File: config.mk
export PLATFORM = sky130hd
export DESIGN_NAME = hazard_ctrl_flat
export DESIGN_NICKNAME = d
export VERILOG_FILES = /design/src/rtl/hazard_ctrl_pkg.sv /design/src/rtl/hazard_ctrl_if.sv /design/src/rtl/hazard_ctrl_md_busy_timer.sv /design/src/rtl/hazard_ctrl.sv /design/src/flat_wrapper.sv
export SDC_FILE = /design/constraint.sdc
export NUM_CORES = 1
export LEC_CHECK = 0
export BUFFER_PORTS_ARGS = -buffer_cell sky130_fd_sc_hd__buf_2
export CORE_MARGIN = 2
export CORE_UTILIZATION = 40
export CTS_CLUSTER_SIZE = 14
export DETAILED_ROUTE_END_ITERATION = 8
export GPL_ROUTABILITY_DRIVEN = 0
export GPL_TIMING_DRIVEN = 0
export PLACE_DENSITY = 0.89
export SYNTH_ARGS = -nofsm -noshare
export SYNTH_HDL_FRONTEND = slang
export SYNTH_SLANG_ARGS = --single-unit
File: constraint.sdc
create_clock -name clk -period 2.02 [get_ports clk]
set_clock_uncertainty 0.15 [all_clocks]
set_input_delay 0.202 -clock clk [delete_from_list [all_inputs] [get_ports clk]]
set_output_delay 0.202 -clock clk [all_outputs]
set_load 0.05 [all_outputs]
File: src/rtl/hazard_ctrl_pkg.sv
// Shared definitions for the pipeline hazard controller: forwarding select
// encodings, memory-wait FSM state codes, default mult/div latencies and a
// register-match helper used by every hazard and forwarding check.
package hazard_ctrl_pkg;

    typedef enum logic [1:0] {
        RF_SEL = 2'b00,
        W_SEL  = 2'b01,
        M_SEL  = 2'b10
    } fwd_sel_e;

    typedef enum logic {
        IDLE = 1'b0,
        WAIT = 1'b1
    } mem_state_e;

    localparam int MULT_CYCLES_DEF = 5;
    localparam int DIV_CYCLES_DEF  = 10;

    // A producer matches a consumer only when it writes a real register ($0 never counts).
    function automatic logic reg_hit(input logic we, input logic [4:0] dst, input logic [4:0] src);
        return we && (dst != 5'd0) && (dst == src);
    endfunction

    // Youngest producer wins: M before W, register file otherwise.
    function automatic fwd_sel_e fwd_sel(input logic we_m, input logic [4:0] dst_m,
                                         input logic we_w, input logic [4:0] dst_w,
                                         input logic [4:0] src);
        if (reg_hit(we_m, dst_m, src)) return M_SEL;
        if (reg_hit(we_w, dst_w, src)) return W_SEL;
        return RF_SEL;
    endfunction

endpackage

File: src/rtl/hazard_ctrl_if.sv
// Bundle of pipeline-side signals seen by the hazard controller.
// slave = the controller, master = the pipeline datapath (or a testbench).
interface hazard_ctrl_if;
    logic [4:0] RsD, RtD, RsE, RtE;
    logic [4:0] RegAddrE, RegAddrM, RegAddrW;
    logic       RegWriteE, RegWriteM, RegWriteW;
    logic       MemtoRegE, MemtoRegM;
    logic       BranchD, MdUseD, MdStartE, MdIsDivE;
    logic       MemReqM, MemReadyM;
    logic       StallF, StallD, StallE, StallM;
    logic       FlushE, FlushM;
    logic [1:0] ForwardAE, ForwardBE;
    logic       ForwardAD, ForwardBD;
    logic       MdBusy;

    modport slave (
        input  RsD, RtD, RsE, RtE, RegAddrE, RegAddrM, RegAddrW,
        input  RegWriteE, RegWriteM, RegWriteW, MemtoRegE, MemtoRegM,
        input  BranchD, MdUseD, MdStartE, MdIsDivE, MemReqM, MemReadyM,
        output StallF, StallD, StallE, StallM, FlushE, FlushM,
        output ForwardAE, ForwardBE, ForwardAD, ForwardBD, MdBusy
    );

    modport master (
        output RsD, RtD, RsE, RtE, RegAddrE, RegAddrM, RegAddrW,
        output RegWriteE, RegWriteM, RegWriteW, MemtoRegE, MemtoRegM,
        output BranchD, MdUseD, MdStartE, MdIsDivE, MemReqM, MemReadyM,
        input  StallF, StallD, StallE, StallM, FlushE, FlushM,
        input  ForwardAE, ForwardBE, ForwardAD, ForwardBD, MdBusy
    );
endinterface

File: src/rtl/hazard_ctrl_md_busy_timer.sv
// Loadable down-counter that tracks how long the mult/div unit stays busy.
// busy is high for exactly the loaded number of cycles after the load edge.
module md_busy_timer #(
    parameter int MULT_CYCLES = 5,
    parameter int DIV_CYCLES  = 10,
    parameter int CNT_W       = 4
) (
    input  logic clk,
    input  logic reset,
    input  logic start,
    input  logic is_div,
    output logic busy
);

    logic [CNT_W-1:0] count_reg;

    // Load on an accepted start (a restart while busy simply reloads), else count down to zero.
    always_ff @(posedge clk or negedge reset) begin
        if (!reset) begin
            count_reg <= '0;
        end else if (start) begin
            count_reg <= is_div ? CNT_W'(DIV_CYCLES) : CNT_W'(MULT_CYCLES);
        end else if (count_reg != '0) begin
            count_reg <= count_reg - 1'b1;
        end
    end

    assign busy = (count_reg != '0);

endmodule

File: src/rtl/hazard_ctrl.sv
// Central hazard controller for the 5-stage pipeline: forwarding selects,
// load-use / branch / mult-div stalls and the data-memory wait FSM.
// Optional macro HAZARD_PERF_EN adds saturating stall/wait/flush counters.
module hazard_ctrl
    import hazard_ctrl_pkg::*;
#(
    parameter int MULT_CYCLES = MULT_CYCLES_DEF,
    parameter int DIV_CYCLES  = DIV_CYCLES_DEF,
    parameter int CNT_W       = 4
) (
    input  logic         clk,
    input  logic         reset,
    hazard_ctrl_if.slave bus
`ifdef HAZARD_PERF_EN
    ,
    output logic [31:0]  PerfStallCyc,
    output logic [31:0]  PerfMemWaitCyc,
    output logic [31:0]  PerfFlushE
`endif
);

    mem_state_e state_reg, state_next;
    logic       mem_stall, load_use, branch_haz, md_haz, d_haz, md_busy;
    logic [4:0] src_e [2];
    logic [4:0] src_d [2];
    fwd_sel_e   fwd_e [2];
    logic [1:0] fwd_d, lu_hit, br_hit;

    assign src_e[0] = bus.RsE;
    assign src_e[1] = bus.RtE;
    assign src_d[0] = bus.RsD;
    assign src_d[1] = bus.RtD;

    // Per-operand forwarding and per-source hazard matches (index 0 = Rs, 1 = Rt).
    for (genvar gi = 0; gi < 2; gi++) begin : g_src
        assign fwd_e[gi]  = fwd_sel(bus.RegWriteM, bus.RegAddrM, bus.RegWriteW, bus.RegAddrW, src_e[gi]);
        assign fwd_d[gi]  = reg_hit(bus.RegWriteM, bus.RegAddrM, src_d[gi]);
        assign lu_hit[gi] = reg_hit(bus.MemtoRegE, bus.RegAddrE, src_d[gi]);
        assign br_hit[gi] = reg_hit(bus.RegWriteE, bus.RegAddrE, src_d[gi])
                          || reg_hit(bus.MemtoRegM, bus.RegAddrM, src_d[gi]);
    end

    assign mem_stall  = bus.MemReqM && !bus.MemReadyM;
    assign load_use   = |lu_hit;
    assign branch_haz = bus.BranchD && (|br_hit);
    assign md_haz     = bus.MdUseD && md_busy;
    assign d_haz      = load_use || branch_haz || md_haz;

    // A multiply/divide held in E by a memory stall is not accepted until it can advance.
    md_busy_timer #(
        .MULT_CYCLES (MULT_CYCLES),
        .DIV_CYCLES  (DIV_CYCLES),
        .CNT_W       (CNT_W)
    ) u_md_timer (
        .clk    (clk),
        .reset  (reset),
        .start  (bus.MdStartE && !mem_stall),
        .is_div (bus.MdIsDivE),
        .busy   (md_busy)
    );

    // Memory wait FSM state register.
    always_ff @(posedge clk or negedge reset) begin
        if (!reset) state_reg <= IDLE;
        else        state_reg <= state_next;
    end

    // Memory wait FSM next state: enter WAIT on an unanswered request, leave on ready.
    always_comb begin
        state_next = state_reg;
        case (state_reg)
            IDLE:    if (bus.MemReqM && !bus.MemReadyM) state_next = WAIT;
            WAIT:    if (bus.MemReadyM)                 state_next = IDLE;
            default: state_next = IDLE;
        endcase
    end

    // Memory stall freezes everything and bubbles W; D-stage hazards only hold F/D and bubble E.
    assign bus.StallF    = mem_stall || d_haz;
    assign bus.StallD    = mem_stall || d_haz;
    assign bus.StallE    = mem_stall;
    assign bus.StallM    = mem_stall;
    assign bus.FlushE    = d_haz && !mem_stall;
    assign bus.FlushM    = mem_stall;
    assign bus.ForwardAE = fwd_e[0];
    assign bus.ForwardBE = fwd_e[1];
    assign bus.ForwardAD = fwd_d[0];
    assign bus.ForwardBD = fwd_d[1];
    assign bus.MdBusy    = md_busy;

`ifdef HAZARD_PERF_EN
    // Saturating event counters for stall, memory-wait and E-flush cycles.
    always_ff @(posedge clk or negedge reset) begin
        if (!reset) begin
            PerfStallCyc   <= '0;
            PerfMemWaitCyc <= '0;
            PerfFlushE     <= '0;
        end else begin
            if (bus.StallF && (PerfStallCyc != '1))        PerfStallCyc   <= PerfStallCyc + 1'b1;
            if ((state_reg == WAIT) && (PerfMemWaitCyc != '1)) PerfMemWaitCyc <= PerfMemWaitCyc + 1'b1;
            if (bus.FlushE && (PerfFlushE != '1))          PerfFlushE     <= PerfFlushE + 1'b1;
        end
    end
`endif

endmodule

File: src/flat_wrapper.sv
// flat-port wrapper written by rule: the top's interface ports become plain ports
module hazard_ctrl_flat import hazard_ctrl_pkg::*;
#(
    parameter int MULT_CYCLES = MULT_CYCLES_DEF,
    parameter int DIV_CYCLES  = DIV_CYCLES_DEF,
    parameter int CNT_W       = 4
)
  (clk, reset, bus_RsD, bus_RtD, bus_RsE, bus_RtE, bus_RegAddrE, bus_RegAddrM, bus_RegAddrW, bus_RegWriteE, bus_RegWriteM, bus_RegWriteW, bus_MemtoRegE, bus_MemtoRegM, bus_BranchD, bus_MdUseD, bus_MdStartE, bus_MdIsDivE, bus_MemReqM, bus_MemReadyM, bus_StallF, bus_StallD, bus_StallE, bus_StallM, bus_FlushE, bus_FlushM, bus_ForwardAE, bus_ForwardBE, bus_ForwardAD, bus_ForwardBD, bus_MdBusy);
  hazard_ctrl_if bus_i ();
  input  logic clk;
  input  logic reset;
  input wire logic [$bits(bus_i.RsD)-1:0] bus_RsD;
  input wire logic [$bits(bus_i.RtD)-1:0] bus_RtD;
  input wire logic [$bits(bus_i.RsE)-1:0] bus_RsE;
  input wire logic [$bits(bus_i.RtE)-1:0] bus_RtE;
  input wire logic [$bits(bus_i.RegAddrE)-1:0] bus_RegAddrE;
  input wire logic [$bits(bus_i.RegAddrM)-1:0] bus_RegAddrM;
  input wire logic [$bits(bus_i.RegAddrW)-1:0] bus_RegAddrW;
  input wire logic [$bits(bus_i.RegWriteE)-1:0] bus_RegWriteE;
  input wire logic [$bits(bus_i.RegWriteM)-1:0] bus_RegWriteM;
  input wire logic [$bits(bus_i.RegWriteW)-1:0] bus_RegWriteW;
  input wire logic [$bits(bus_i.MemtoRegE)-1:0] bus_MemtoRegE;
  input wire logic [$bits(bus_i.MemtoRegM)-1:0] bus_MemtoRegM;
  input wire logic [$bits(bus_i.BranchD)-1:0] bus_BranchD;
  input wire logic [$bits(bus_i.MdUseD)-1:0] bus_MdUseD;
  input wire logic [$bits(bus_i.MdStartE)-1:0] bus_MdStartE;
  input wire logic [$bits(bus_i.MdIsDivE)-1:0] bus_MdIsDivE;
  input wire logic [$bits(bus_i.MemReqM)-1:0] bus_MemReqM;
  input wire logic [$bits(bus_i.MemReadyM)-1:0] bus_MemReadyM;
  output wire logic [$bits(bus_i.StallF)-1:0] bus_StallF;
  output wire logic [$bits(bus_i.StallD)-1:0] bus_StallD;
  output wire logic [$bits(bus_i.StallE)-1:0] bus_StallE;
  output wire logic [$bits(bus_i.StallM)-1:0] bus_StallM;
  output wire logic [$bits(bus_i.FlushE)-1:0] bus_FlushE;
  output wire logic [$bits(bus_i.FlushM)-1:0] bus_FlushM;
  output wire logic [$bits(bus_i.ForwardAE)-1:0] bus_ForwardAE;
  output wire logic [$bits(bus_i.ForwardBE)-1:0] bus_ForwardBE;
  output wire logic [$bits(bus_i.ForwardAD)-1:0] bus_ForwardAD;
  output wire logic [$bits(bus_i.ForwardBD)-1:0] bus_ForwardBD;
  output wire logic [$bits(bus_i.MdBusy)-1:0] bus_MdBusy;
  assign bus_i.RsD = bus_RsD;
  assign bus_i.RtD = bus_RtD;
  assign bus_i.RsE = bus_RsE;
  assign bus_i.RtE = bus_RtE;
  assign bus_i.RegAddrE = bus_RegAddrE;
  assign bus_i.RegAddrM = bus_RegAddrM;
  assign bus_i.RegAddrW = bus_RegAddrW;
  assign bus_i.RegWriteE = bus_RegWriteE;
  assign bus_i.RegWriteM = bus_RegWriteM;
  assign bus_i.RegWriteW = bus_RegWriteW;
  assign bus_i.MemtoRegE = bus_MemtoRegE;
  assign bus_i.MemtoRegM = bus_MemtoRegM;
  assign bus_i.BranchD = bus_BranchD;
  assign bus_i.MdUseD = bus_MdUseD;
  assign bus_i.MdStartE = bus_MdStartE;
  assign bus_i.MdIsDivE = bus_MdIsDivE;
  assign bus_i.MemReqM = bus_MemReqM;
  assign bus_i.MemReadyM = bus_MemReadyM;
  assign bus_StallF = bus_i.StallF;
  assign bus_StallD = bus_i.StallD;
  assign bus_StallE = bus_i.StallE;
  assign bus_StallM = bus_i.StallM;
  assign bus_FlushE = bus_i.FlushE;
  assign bus_FlushM = bus_i.FlushM;
  assign bus_ForwardAE = bus_i.ForwardAE;
  assign bus_ForwardBE = bus_i.ForwardBE;
  assign bus_ForwardAD = bus_i.ForwardAD;
  assign bus_ForwardBD = bus_i.ForwardBD;
  assign bus_MdBusy = bus_i.MdBusy;
  hazard_ctrl #(.MULT_CYCLES(MULT_CYCLES), .DIV_CYCLES(DIV_CYCLES), .CNT_W(CNT_W)) u_core (.clk(clk), .reset(reset), .bus(bus_i));
endmodule
==> run_results.csv, run 1 <==
group,metric,value,unit
detailed_routing,via_per_inst,4.88,
hold_path,min_path_type,"in -> reg",
placement,hpwl,2150,microns
setup_path,worst_r2r_endpoint,"u_core.u_md_timer.count_reg[1]",
setup_path,required,1.67,ns
synthesis,syn_avg_cell_area,7.80,sq um
global_routing,grt_pass1_wl,4170,microns
floorplanning,die-area,2470,sq um
placement,io_buffers,55,
clocking,cts-root-buf,"clkbuf_4",
global_routing,top_usage_layer,"met2",
global_routing,grt_max_degree,6,
global_routing,grt.met3_usage,0.909,%
finish,nets,224,
synthesis,synth_common_cells,"xnor2_1, xor2_1, nand2_1",
setup_path,cp.depth,7,
clocking,cts_buffers,3,
synthesis,synth_cell_types,25,
setup_path,timing.critical_path.mode_cell,"buf_8",
finish,fillers,183,
timing,whs,0.0682,ns
setup_path,r2r_cells,6,
floorplanning,fp-row-count,16,
flow_run,maxCapViolations,0,
finish,drive_gt1_share,48.8,%
finish,largest_reg_flops,4,
synthesis,ys.flop_type,"dfrtp_1",
timing,period_needed,2.15,ns
hold_path,hold-path-cell-count,2,
timing,setup_viol,3,
clocking,h-tree-depth,1,
setup_path,path_class,"reg -> out",
synthesis,yosysSeqAreaShare,12.0,%
placement,placedCellCount,189,
power,pwr_density_cell,704,nW/um^2
detailed_routing,dr.pass1.iters,4,
setup_path,critPathSlowestCell,"dfrtp_1",
clocking,cts_tree,"yes",
setup_path,cp_max_fo,2,
synthesis,synth_area,835,sq um
global_routing,grt_use_met1,21.9,%
synthesis,synth.net_count,157,
synthesis,synth-seq-cells,4,
synthesis,synth_edf_count,0,
setup_path,cp.buffers_inverters,3,
detailed_routing,wirelength,2530,microns
clocking,clk_latency,0.23,ns
setup_path,r2r_setup_slack,0.32,ns
timing,tightest_slew,0.391,ns
outcome,status,"finished, violations left",
floorplanning,die_h,49.7,microns
finish,area_growth,59.7,%
setup_path,end_kind,"primary output",
synthesis,yosys.area.top_type,"xnor2_1",
finish,utilization,67.9,%
floorplanning,io_pins,61,
detailed_routing,route.detailed.drc,0,
setup_path,critical-path-top-delay-family,"simple AND/OR/NAND/NOR gates",
clocking,cts_buffer_depth,2,
setup_path,critical_path.max_stage_delay,0.37,ns
global_routing,overflow,0,
clocking,cts.reportedPaths.clkPinSlew,0.04,ns
setup_path,critPathCapture,"bus_StallF",
setup_path,critPathLaunchType,"flip-flop",
setup_path,worstSetupStartpoint,"u_core.u_md_timer.count_reg[0]",
timing,rsz0062_at_grt,"true",
synthesis,yosysWarningCount,0,
timing,fin_crit_sh,107,%
timing,relSlewSlack,73.9,%
global_routing,grt_pass1_vias,1037,
synthesis,async_flop_share,100,%
timing,maxSlewViolCount,0,
setup_path,path_cells,"inv_2 > ha_4 > or3b_4 > a22oi_2 > nand3_4 > buf_8 > buf_8",
placement,place_area,1230,sq um
power,p_leak,0.618,nW
setup_path,r2r-start,"u_core.u_md_timer.count_reg[0]",
synthesis,ys_top_cells_by_area,"xnor2_1, xor2_1, dfrtp_1",
detailed_routing,dr_total_vias,972,
global_routing,antenna_found_initial,0,
power,max-vdd-ir-drop,799,uV
power,power,0.938,mW
global_routing,grt_usage,20.9,%
synthesis,synth_top_area_share,26.2,%
outcome,violations,"setup timing",
detailed_routing,antenna_left,0,
floorplanning,core_region_area,1960,sq um
setup_path,cp.arrival,1.80,ns
floorplanning,die_w,49.7,microns
synthesis,netlist_instances,107,
finish,final_cells,199,
floorplanning,start_util,42.5,%
finish,diodes,0,
timing,fmax,464,MHz
synthesis,synth.most_common_cell,"xnor2_1",
finish,stdcell_area,1330,sq um
detailed_routing,drtIter0Drc,11,
timing,hold_viol,0,
detailed_routing,avgRoutedWirePerCell,12.7,microns
timing,worst_slack,-0.133,ns
clocking,clock_sinks,4,
global_routing,gr-usage-met2,42.7,%
-- metal layers --
layer,up-vias,routed length (microns)
met5,-,0
met3,4,125
met1,443,929
met2,36,1430
met4,0,51
li1,489,-
-- timing repair --
item | 4_1_cts | 5_1_grt
resized for setup | 5 | 4
hold buffers | 1 | 0
pin swaps | 2 | 2
hold endpoints to repair | 4 | 0
setup endpoints to repair | 3 | 4
buffers inserted | 5 | 2
-- through the flow --
stage	setup slack, ns	TNS, ns
global placement	-0.101	-0.106
detailed placement	-0.139	-0.186
finish	-0.133	-0.353
global route	-0.195	-0.535
floorplan	-0.130	-0.130
CTS	-0.262	-0.736
-- cell families (layout without fill, tap and decap cells) --
| family | after synthesis | after routing | synth area share (%) |
|---|---|---|---|
| AOI/OAI and AO/OA | 11 | 11 | 7.95 |
| xor gates and xnor gates | 43 | 43 | 45.1 |
| adders and majority gates | 2 | 2 | 3.00 |
| buffers and inverters | 12 | 77 | 8.69 |
| DFF | 4 | 4 | 12.0 |
| and+or+nand+nor | 35 | 35 | 23.2 |
-- power by group --
| group | leakage (nW) | total, mW | switching [mW] | internal [mW] |
|---|---|---|---|---|
| Clock | 0.0138 | 0.0946 | 0.0284 | 0.0662 |
| Sequential | 0.0482 | 0.153 | 0.0317 | 0.122 |
| Combinational | 0.556 | 0.690 | 0.359 | 0.332 |
-- cells in the final DEF, fill, tap and decap left out --
master,synthesis,layout
o2111ai_1,1,1
nor3_1,5,5
inv_1,3,1
nand2b_1,1,1
nand2_1,9,9
o21ai_0,2,2
inv_2,0,2
ha_1,2,1
nor2_1,2,2
buf_2,1,54
nand3_1,8,7
clkbuf_4,0,3
xnor2_1,25,25
a22oi_2,0,1
nor2b_1,2,2
buf_8,0,2
o211ai_1,1,1
buf_4,7,13
nand3_4,0,1
a21oi_2,0,1
or3b_4,0,1
buf_6,0,1
a21oi_1,3,2
nor4_4,0,4
xor2_1,18,18
ha_4,0,1
o22ai_1,2,2
dfrtp_1,4,4
o21ai_1,1,1
or4_1,3,3
dlygate4sd3_1,0,1
-- layout make-up --
type / count / area [sq um] / share of cell area (%)
Timing Repair Buffer: 63 / 354 / 26.6
Clock buffer: 3 / 22.5 / 1.69
Sequential cell: 4 / 100 / 7.51
Multi-Input combinational cell: 91 / 746 / 56.0
Tap cell: 27 / 33.8 / 2.54
Inverter: 3 / 11.3 / 0.845
Buffer: 8 / 65.1 / 4.88
-- how the worst min path moves through the flow --
stage                 start                             end
2_1_floorplan         reset  u_core.u_md_timer.count_reg[0]
3_3_place_gp          reset  u_core.u_md_timer.count_reg[3]
3_5_place_dp          reset  u_core.u_md_timer.count_reg[2]
4_1_cts        bus_MdIsDivE  u_core.u_md_timer.count_reg[2]
5_1_grt        bus_MdIsDivE  u_core.u_md_timer.count_reg[2]
6_report       bus_MdIsDivE  u_core.u_md_timer.count_reg[2]
Power figures use the tool's default switching activity.
==> inputs of run 2 (changes only) <==
--- a/config.mk
+++ b/config.mk
@@ -7,12 +7,15 @@
 export LEC_CHECK = 0
 export BUFFER_PORTS_ARGS = -buffer_cell sky130_fd_sc_hd__buf_2
 export CORE_MARGIN = 2
-export CORE_UTILIZATION = 40
+export CORE_UTILIZATION = 41
 export CTS_CLUSTER_SIZE = 14
 export DETAILED_ROUTE_END_ITERATION = 8
 export GPL_ROUTABILITY_DRIVEN = 0
 export GPL_TIMING_DRIVEN = 0
-export PLACE_DENSITY = 0.89
+export MAX_ROUTING_LAYER = met4
+export PLACE_DENSITY = 0.9
+export REMOVE_ABC_BUFFERS = 1
 export SYNTH_ARGS = -nofsm -noshare
 export SYNTH_HDL_FRONTEND = slang
+export SYNTH_HIERARCHICAL = 1
 export SYNTH_SLANG_ARGS = --single-unit
==> run 2 against run 1 <==
  * The flow now finishes without violations
  * Combinational power shrank 38%
  * Global-route usage shrank 1.1 points
  * First-iteration DRC count grew 36%
  * Sequential power is essentially flat
  * Hold slack gained 0.080 ns
  * Final area shrank 11%
  * Critical path depth is the same
  * Critical endpoint unchanged
  * Clock power grew 2.9%
  * Final cell count shrank 5.0%
==> run_results.csv, run 2 <==
group,metric,value,unit
clocking,clock_sinks,4,
timing,setup_viol,0,
power,pwr_density_cell,564,nW/um^2
clocking,cts.reportedPaths.clkPinSlew,0.04,ns
global_routing,antenna_found_initial,0,
floorplanning,io_pins,61,
timing,period_needed,1.90,ns
timing,rsz0062_at_grt,"false",
power,max-vdd-ir-drop,371,uV
global_routing,grt_max_degree,6,
placement,io_buffers,60,
synthesis,synth_top_area_share,22.4,%
placement,hpwl,2030,microns
setup_path,path_class,"reg -> out",
global_routing,grt_pass1_vias,1001,
synthesis,yosysWarningCount,6,
floorplanning,core_region_area,1960,sq um
floorplanning,start_util,43.7,%
placement,place_area,1130,sq um
floorplanning,die_w,49.8,microns
synthesis,synth_edf_count,0,
detailed_routing,drtIter0Drc,15,
setup_path,end_kind,"primary output",
hold_path,min_path_type,"in -> async",
setup_path,r2r_cells,6,
detailed_routing,antenna_left,0,
finish,diodes,0,
finish,final_cells,189,
detailed_routing,avgRoutedWirePerCell,12.0,microns
setup_path,required,1.67,ns
finish,utilization,60.8,%
synthesis,synth_common_cells,"xor2_1, xnor2_1, buf_4",
timing,setup_tns,0,ns
timing,worst_slack,0.117,ns
timing,whs,0.149,ns
synthesis,netlist_instances,105,
placement,placedCellCount,184,
detailed_routing,route.detailed.drc,0,
finish,drive_gt1_share,44.4,%
floorplanning,die-area,2480,sq um
clocking,clk_latency,0.23,ns
clocking,cts_buffer_depth,2,
synthesis,ys_top_cells_by_area,"xor2_1, xnor2_1, dfrtp_1",
placement,place_ws,0.121,ns
clocking,cts_tree,"yes",
synthesis,syn_avg_cell_area,8.17,sq um
timing,hold_viol,0,
timing,fin_crit_sh,94.2,%
detailed_routing,via_per_inst,5.08,
floorplanning,die_h,49.8,microns
outcome,status,"finished clean",
synthesis,synth.most_common_cell,"xor2_1",
power,p_leak,0.559,nW
finish,final_cell_mix,"buf_2, xor2_1, xnor2_1, nor3_1, nand3_1",
synthesis,async_flop_share,100,%
floorplanning,fp-row-count,16,
synthesis,yosysSeqAreaShare,11.7,%
finish,stdcell_area,1190,sq um
timing,tightest_slew,0.499,ns
setup_path,cp_max_fo,3,
global_routing,grt_pass1_wl,3770,microns
setup_path,worst_r2r_endpoint,"u_core/u_md_timer/count_reg[1]",
timing,fmax,526,MHz
setup_path,critPathLaunchType,"flip-flop",
setup_path,cp.arrival,1.55,ns
synthesis,synth_area,858,sq um
finish,nets,214,
timing,relSlewSlack,66.4,%
finish,final_common_cell,"buf_2",
clocking,cts-root-buf,"clkbuf_4",
setup_path,r2r-start,"u_core/u_md_timer/count_reg[0]",
timing,maxSlewViolCount,0,
finish,area_growth,38.9,%
clocking,cts_buffers,3,
setup_path,r2r_setup_slack,0.51,ns
detailed_routing,wirelength,2270,microns
synthesis,ys.flop_type,"dfrtp_1",
synthesis,synth_cell_types,29,
finish,largest_reg_flops,4,
synthesis,yosys.area.top_type,"xor2_1",
flow_run,maxCapViolations,0,
detailed_routing,dr_total_vias,960,
global_routing,overflow,0,
synthesis,synth-seq-cells,4,
detailed_routing,dr.pass1.iters,4,
global_routing,grt_usage,19.7,%
clocking,h-tree-depth,1,
power,power,0.673,mW
run 2: cell count changes in the layout (fill, tap and decap cells not counted), sizes merged, moves of 2 or more:
| cell | delta |
|---|---|
| xnor2 | -5 |
| nand3 | -2 |
| o22ai | -2 |
| nand2 | -6 |
| o21a | +2 |
| nor3 | +2 |
| buf | -9 |
| xor2 | +4 |
run 2: cells by family (layout without fill, tap and decap cells):
group | Yosys count | after routing | share of synthesized area [%]
flops | 4 | 4 | 11.7
mux | 2 | 2 | 2.48
simple gates | 33 | 33 | 24.3
fa+ha+maj | 2 | 2 | 2.91
compound gates | 10 | 10 | 7.29
buf+inv | 12 | 69 | 8.45
xor+xnor | 42 | 42 | 42.9
run 2: area by class of cell:
class | instances | area [sq um]
clock buffers | 3 | 22.5
fillers | 175 | 769
inverters | 4 | 15.0
multi-input cells | 89 | 691
flip-flops and latches | 4 | 100
well taps | 27 | 33.8
repair buffers | 62 | 330
run 2: how the worst max path moves through the flow:
stage | startpoint | to | slack (ns) | depth (start not counted)
after floorplan | bus_RegAddrM[0] | bus_ForwardAE[0] | -0.90 | 5
after global placement | bus_RegAddrM[0] | bus_ForwardAE[1] | 0.16 | 6
after detailed placement | bus_RegAddrM[0] | bus_ForwardBE[1] | 0.12 | 6
after CTS | u_core/u_md_timer/count_reg[0] | bus_StallF | 0.05 | 7
after global routing | u_core/u_md_timer/count_reg[0] | bus_StallF | 0.0004 | 7
final | u_core/u_md_timer/count_reg[0] | bus_StallF | 0.12 | 7
run 2: report_power, final:
part           leakage [nW]  internal, mW  switching, mW  total (mW)
logic                 0.499         0.192          0.233       0.425
clock network        0.0138        0.0663         0.0310      0.0973
registers            0.0466         0.114         0.0364       0.150
run 2: timing repair:
action / in CTS / in global routing
hold endpoints to repair: 4 / 0
setup endpoints to repair: 3 / 3
resized for setup: 0 / 10
hold buffers: 1 / 0
buffers inserted: 1 / 0
pin swaps: 0 / 1
run 2: worst max-delay path: stages, from the launching register on:
cell and delay, ns:
dfrtp_1 0.38, inv_2 0.09, ha_2 0.18, nor3b_4 0.18, inv_1 0.09, nand2_2 0.07
nand4_1 0.13, buf_6 0.20
run 2: metal layers:
metal	global-route usage [%]	part of all wire, %	vias to the layer above
li1	-	-	470
met1	19.3	38	431
met2	36.2	52	50
met3	3.94	6.9	9
met4	10.6	2.6	0
met5	-	0	-
==> inputs of run 3 (changes only) <==
--- a/config.mk
+++ b/config.mk
@@ -6,14 +6,13 @@
 export NUM_CORES = 1
 export LEC_CHECK = 0
 export BUFFER_PORTS_ARGS = -buffer_cell sky130_fd_sc_hd__buf_2
-export CORE_MARGIN = 2
-export CORE_UTILIZATION = 41
+export CORE_UTILIZATION = 44
 export CTS_CLUSTER_SIZE = 14
 export DETAILED_ROUTE_END_ITERATION = 8
 export GPL_ROUTABILITY_DRIVEN = 0
 export GPL_TIMING_DRIVEN = 0
 export MAX_ROUTING_LAYER = met4
-export PLACE_DENSITY = 0.9
+export PLACE_DENSITY = 0.95
 export REMOVE_ABC_BUFFERS = 1
 export SYNTH_ARGS = -nofsm -noshare
 export SYNTH_HDL_FRONTEND = slang
==> constraint.sdc (replaced) <==
create_clock -name clk -period 2.33 [get_ports clk]
set_clock_uncertainty 0.15 [all_clocks]
set_input_delay 0.233 -clock clk [delete_from_list [all_inputs] [get_ports clk]]
set_output_delay 0.233 -clock clk [all_outputs]
set_load 0.05 [all_outputs]
==> run 3 against run 2 <==
  * Routed wire length down 11%
  * Largest cell class unchanged
  * Via count shrank 6.8%
  * Critical path depth unchanged
  * Worst setup slack improved by 0.12 ns
  * Count of clock-buffer cells in the layout did not move
  * Global-route usage is 3.0 points higher
  * Final cell count decreased by 1.6%
  * Die area fell by 14%
  * Combinational power shrank 18%
  * Non-clock buffer count decreased by 1
  * Final area fell by 2.3%
==> run_results.csv, run 3 (synthesis gave the netlist of run 2 again) <==
group,metric,value,unit
outcome,status,"finished clean",
clocking,clock_sinks,4,
global_routing,antenna_found_initial,0,
clocking,cts_buffers,3,
global_routing,grt_max_degree,6,
global_routing,grt_pass1_wl,3400,microns
clocking,postCtsHoldBufs,1,
power,max-vdd-ir-drop,237,uV
placement,io_buffers,60,
setup_path,critical-path-top-delay-family,"simple AND/OR/NAND/NOR gates",
setup_path,path_cells,"inv_1 > ha_1 > nor3b_4 > inv_1 > nand2_1 > nand4_1 > buf_2",
floorplanning,core_region_area,1780,sq um
detailed_routing,wirelength,2010,microns
timing,maxSlewViolCount,0,
timing,setup_viol,0,
detailed_routing,route.detailed.drc,0,
placement,place_area,1130,sq um
floorplanning,die-area,2130,sq um
timing,fin_crit_sh,89.9,%
placement,placedCellCount,182,
timing,tightest_slew,0.399,ns
timing,setup_tns,0,ns
setup_path,end_kind,"primary output",
timing,fmax,478,MHz
detailed_routing,antenna_left,0,
clocking,cts.reportedPaths.clkPinSlew,0.04,ns
floorplanning,die_w,46.2,microns
clocking,cts_tree,"yes",
floorplanning,io_pins,61,
setup_path,worstSetupStartpoint,"u_core/u_md_timer/count_reg[0]",
setup_path,critPathLaunchType,"flip-flop",
finish,area_growth,35.7,%
clocking,cts.repair.resized,0,
global_routing,grt_usage,22.7,%
finish,nets,213,
detailed_routing,dr_total_vias,895,
floorplanning,fp-row-count,15,
power,pwr_density_cell,484,nW/um^2
clocking,cts-root-buf,"clkbuf_4",
clocking,cts_buffer_depth,2,
setup_path,critPathSlowestCell,"dfrtp_1",
timing,hold_viol,0,
power,p_leak,0.552,nW
finish,drive_gt1_share,41.6,%
setup_path,r2r-start,"u_core/u_md_timer/count_reg[0]",
setup_path,critical_path.max_stage_delay,0.37,ns
timing,period_needed,2.09,ns
flow_run,maxCapViolations,0,
clocking,post-cts-setup-buffers,0,
detailed_routing,via_per_inst,4.81,
floorplanning,start_util,48.1,%
setup_path,cp.arrival,1.71,ns
finish,final_cells,186,
finish,stdcell_area,1160,sq um
detailed_routing,dr.pass1.iters,4,
setup_path,required,1.95,ns
detailed_routing,avgRoutedWirePerCell,10.8,microns
finish,largest_reg_flops,4,
setup_path,cp.buffers_inverters,3,
finish,diodes,0,
setup_path,path_class,"reg -> out",
clocking,clk_latency,0.25,ns
finish,final_common_cell,"buf_2",
floorplanning,die_h,46.2,microns
finish,final_cell_mix,"buf_2, xor2_1, xnor2_1, nor3_1, nand3_1",
clocking,h-tree-depth,1,
hold_path,min_path_type,"in -> async",
placement,hpwl,1820,microns
global_routing,grt_pass1_vias,903,
setup_path,timing.critical_path.mode_cell,"inv_1",
global_routing,overflow,0,
detailed_routing,drtIter0Drc,13,
timing,rsz0062_at_grt,"false",
timing,relSlewSlack,73.1,%
setup_path,cp_max_fo,4,
==> run 3: changes by cell type in the layout (fill, tap and decap cells not counted), sizes merged <==
cell / delta
buf: -1
==> run 3: routing by layer <==
layer	up-vias	wire, microns	global-route usage, %
met5	-	0	-
met4	0	27	10.6
met3	2	88	1.57
met2	40	1070	42.5
met1	388	822	23.7
li1	465	-	-
==> run 3: path summary, 6_finish.rpt <==
kind / cells after the start / endpoint / slack, ns
max reg2reg: 5 / u_core/u_md_timer/count_reg[1] / 0.83
min in group clk: 3 / u_core/u_md_timer/count_reg[2] / 0.20
min reg2reg: 2 / u_core/u_md_timer/count_reg[2] / 0.51
max: 7 / bus_StallD / 0.24
min: 2 / u_core/u_md_timer/count_reg[2] / 0.16
max in group asynchronous: 2 / u_core/u_md_timer/count_reg[3] / 1.75
==> run 3: area by class of cell <==
| type | count | area [sq um] |
|---|---|---|
| clock buffer | 3 | 22.5 |
| timing repair buffer | 61 | 310 |
| inverter | 4 | 15.0 |
| sequential | 4 | 100 |
| fill | 145 | 618 |
| multi-input combinational | 89 | 686 |
| tap | 25 | 31.3 |
==> run 3: per-stage QoR <==
stage / worst slack [ns] / power, mW / utilization [%] / hold slack [ns]
final: 0.236 / 0.563 / 65.3 / 0.162
after global routing: 0.123 / 0.603 / 65.3 / 0.192
after CTS: 0.211 / 0.572 / 65.3 / 0.154
after detailed placement: 0.419 / 0.475 / 63.5 / -0.112
after global placement: 0.454 / 0.460 / 63.5 / -0.115
after floorplan: -0.657 / 0.363 / - / -0.213
==> run 3: report_power, final <==
group	internal, mW	switching [mW]	total (mW)
clock network	0.0578	0.0322	0.0901
logic	0.153	0.193	0.347
registers	0.0988	0.0280	0.127
total	0.310	0.254	0.563
==> run 3: worst reg2reg max path, cell delays in order, from the launching register on <==
cell,delay [ns]
dfrtp_1,0.37
inv_1,0.11
ha_1,0.19
nor3b_4,0.28
mux2i_1,0.23
o21a_1,0.12
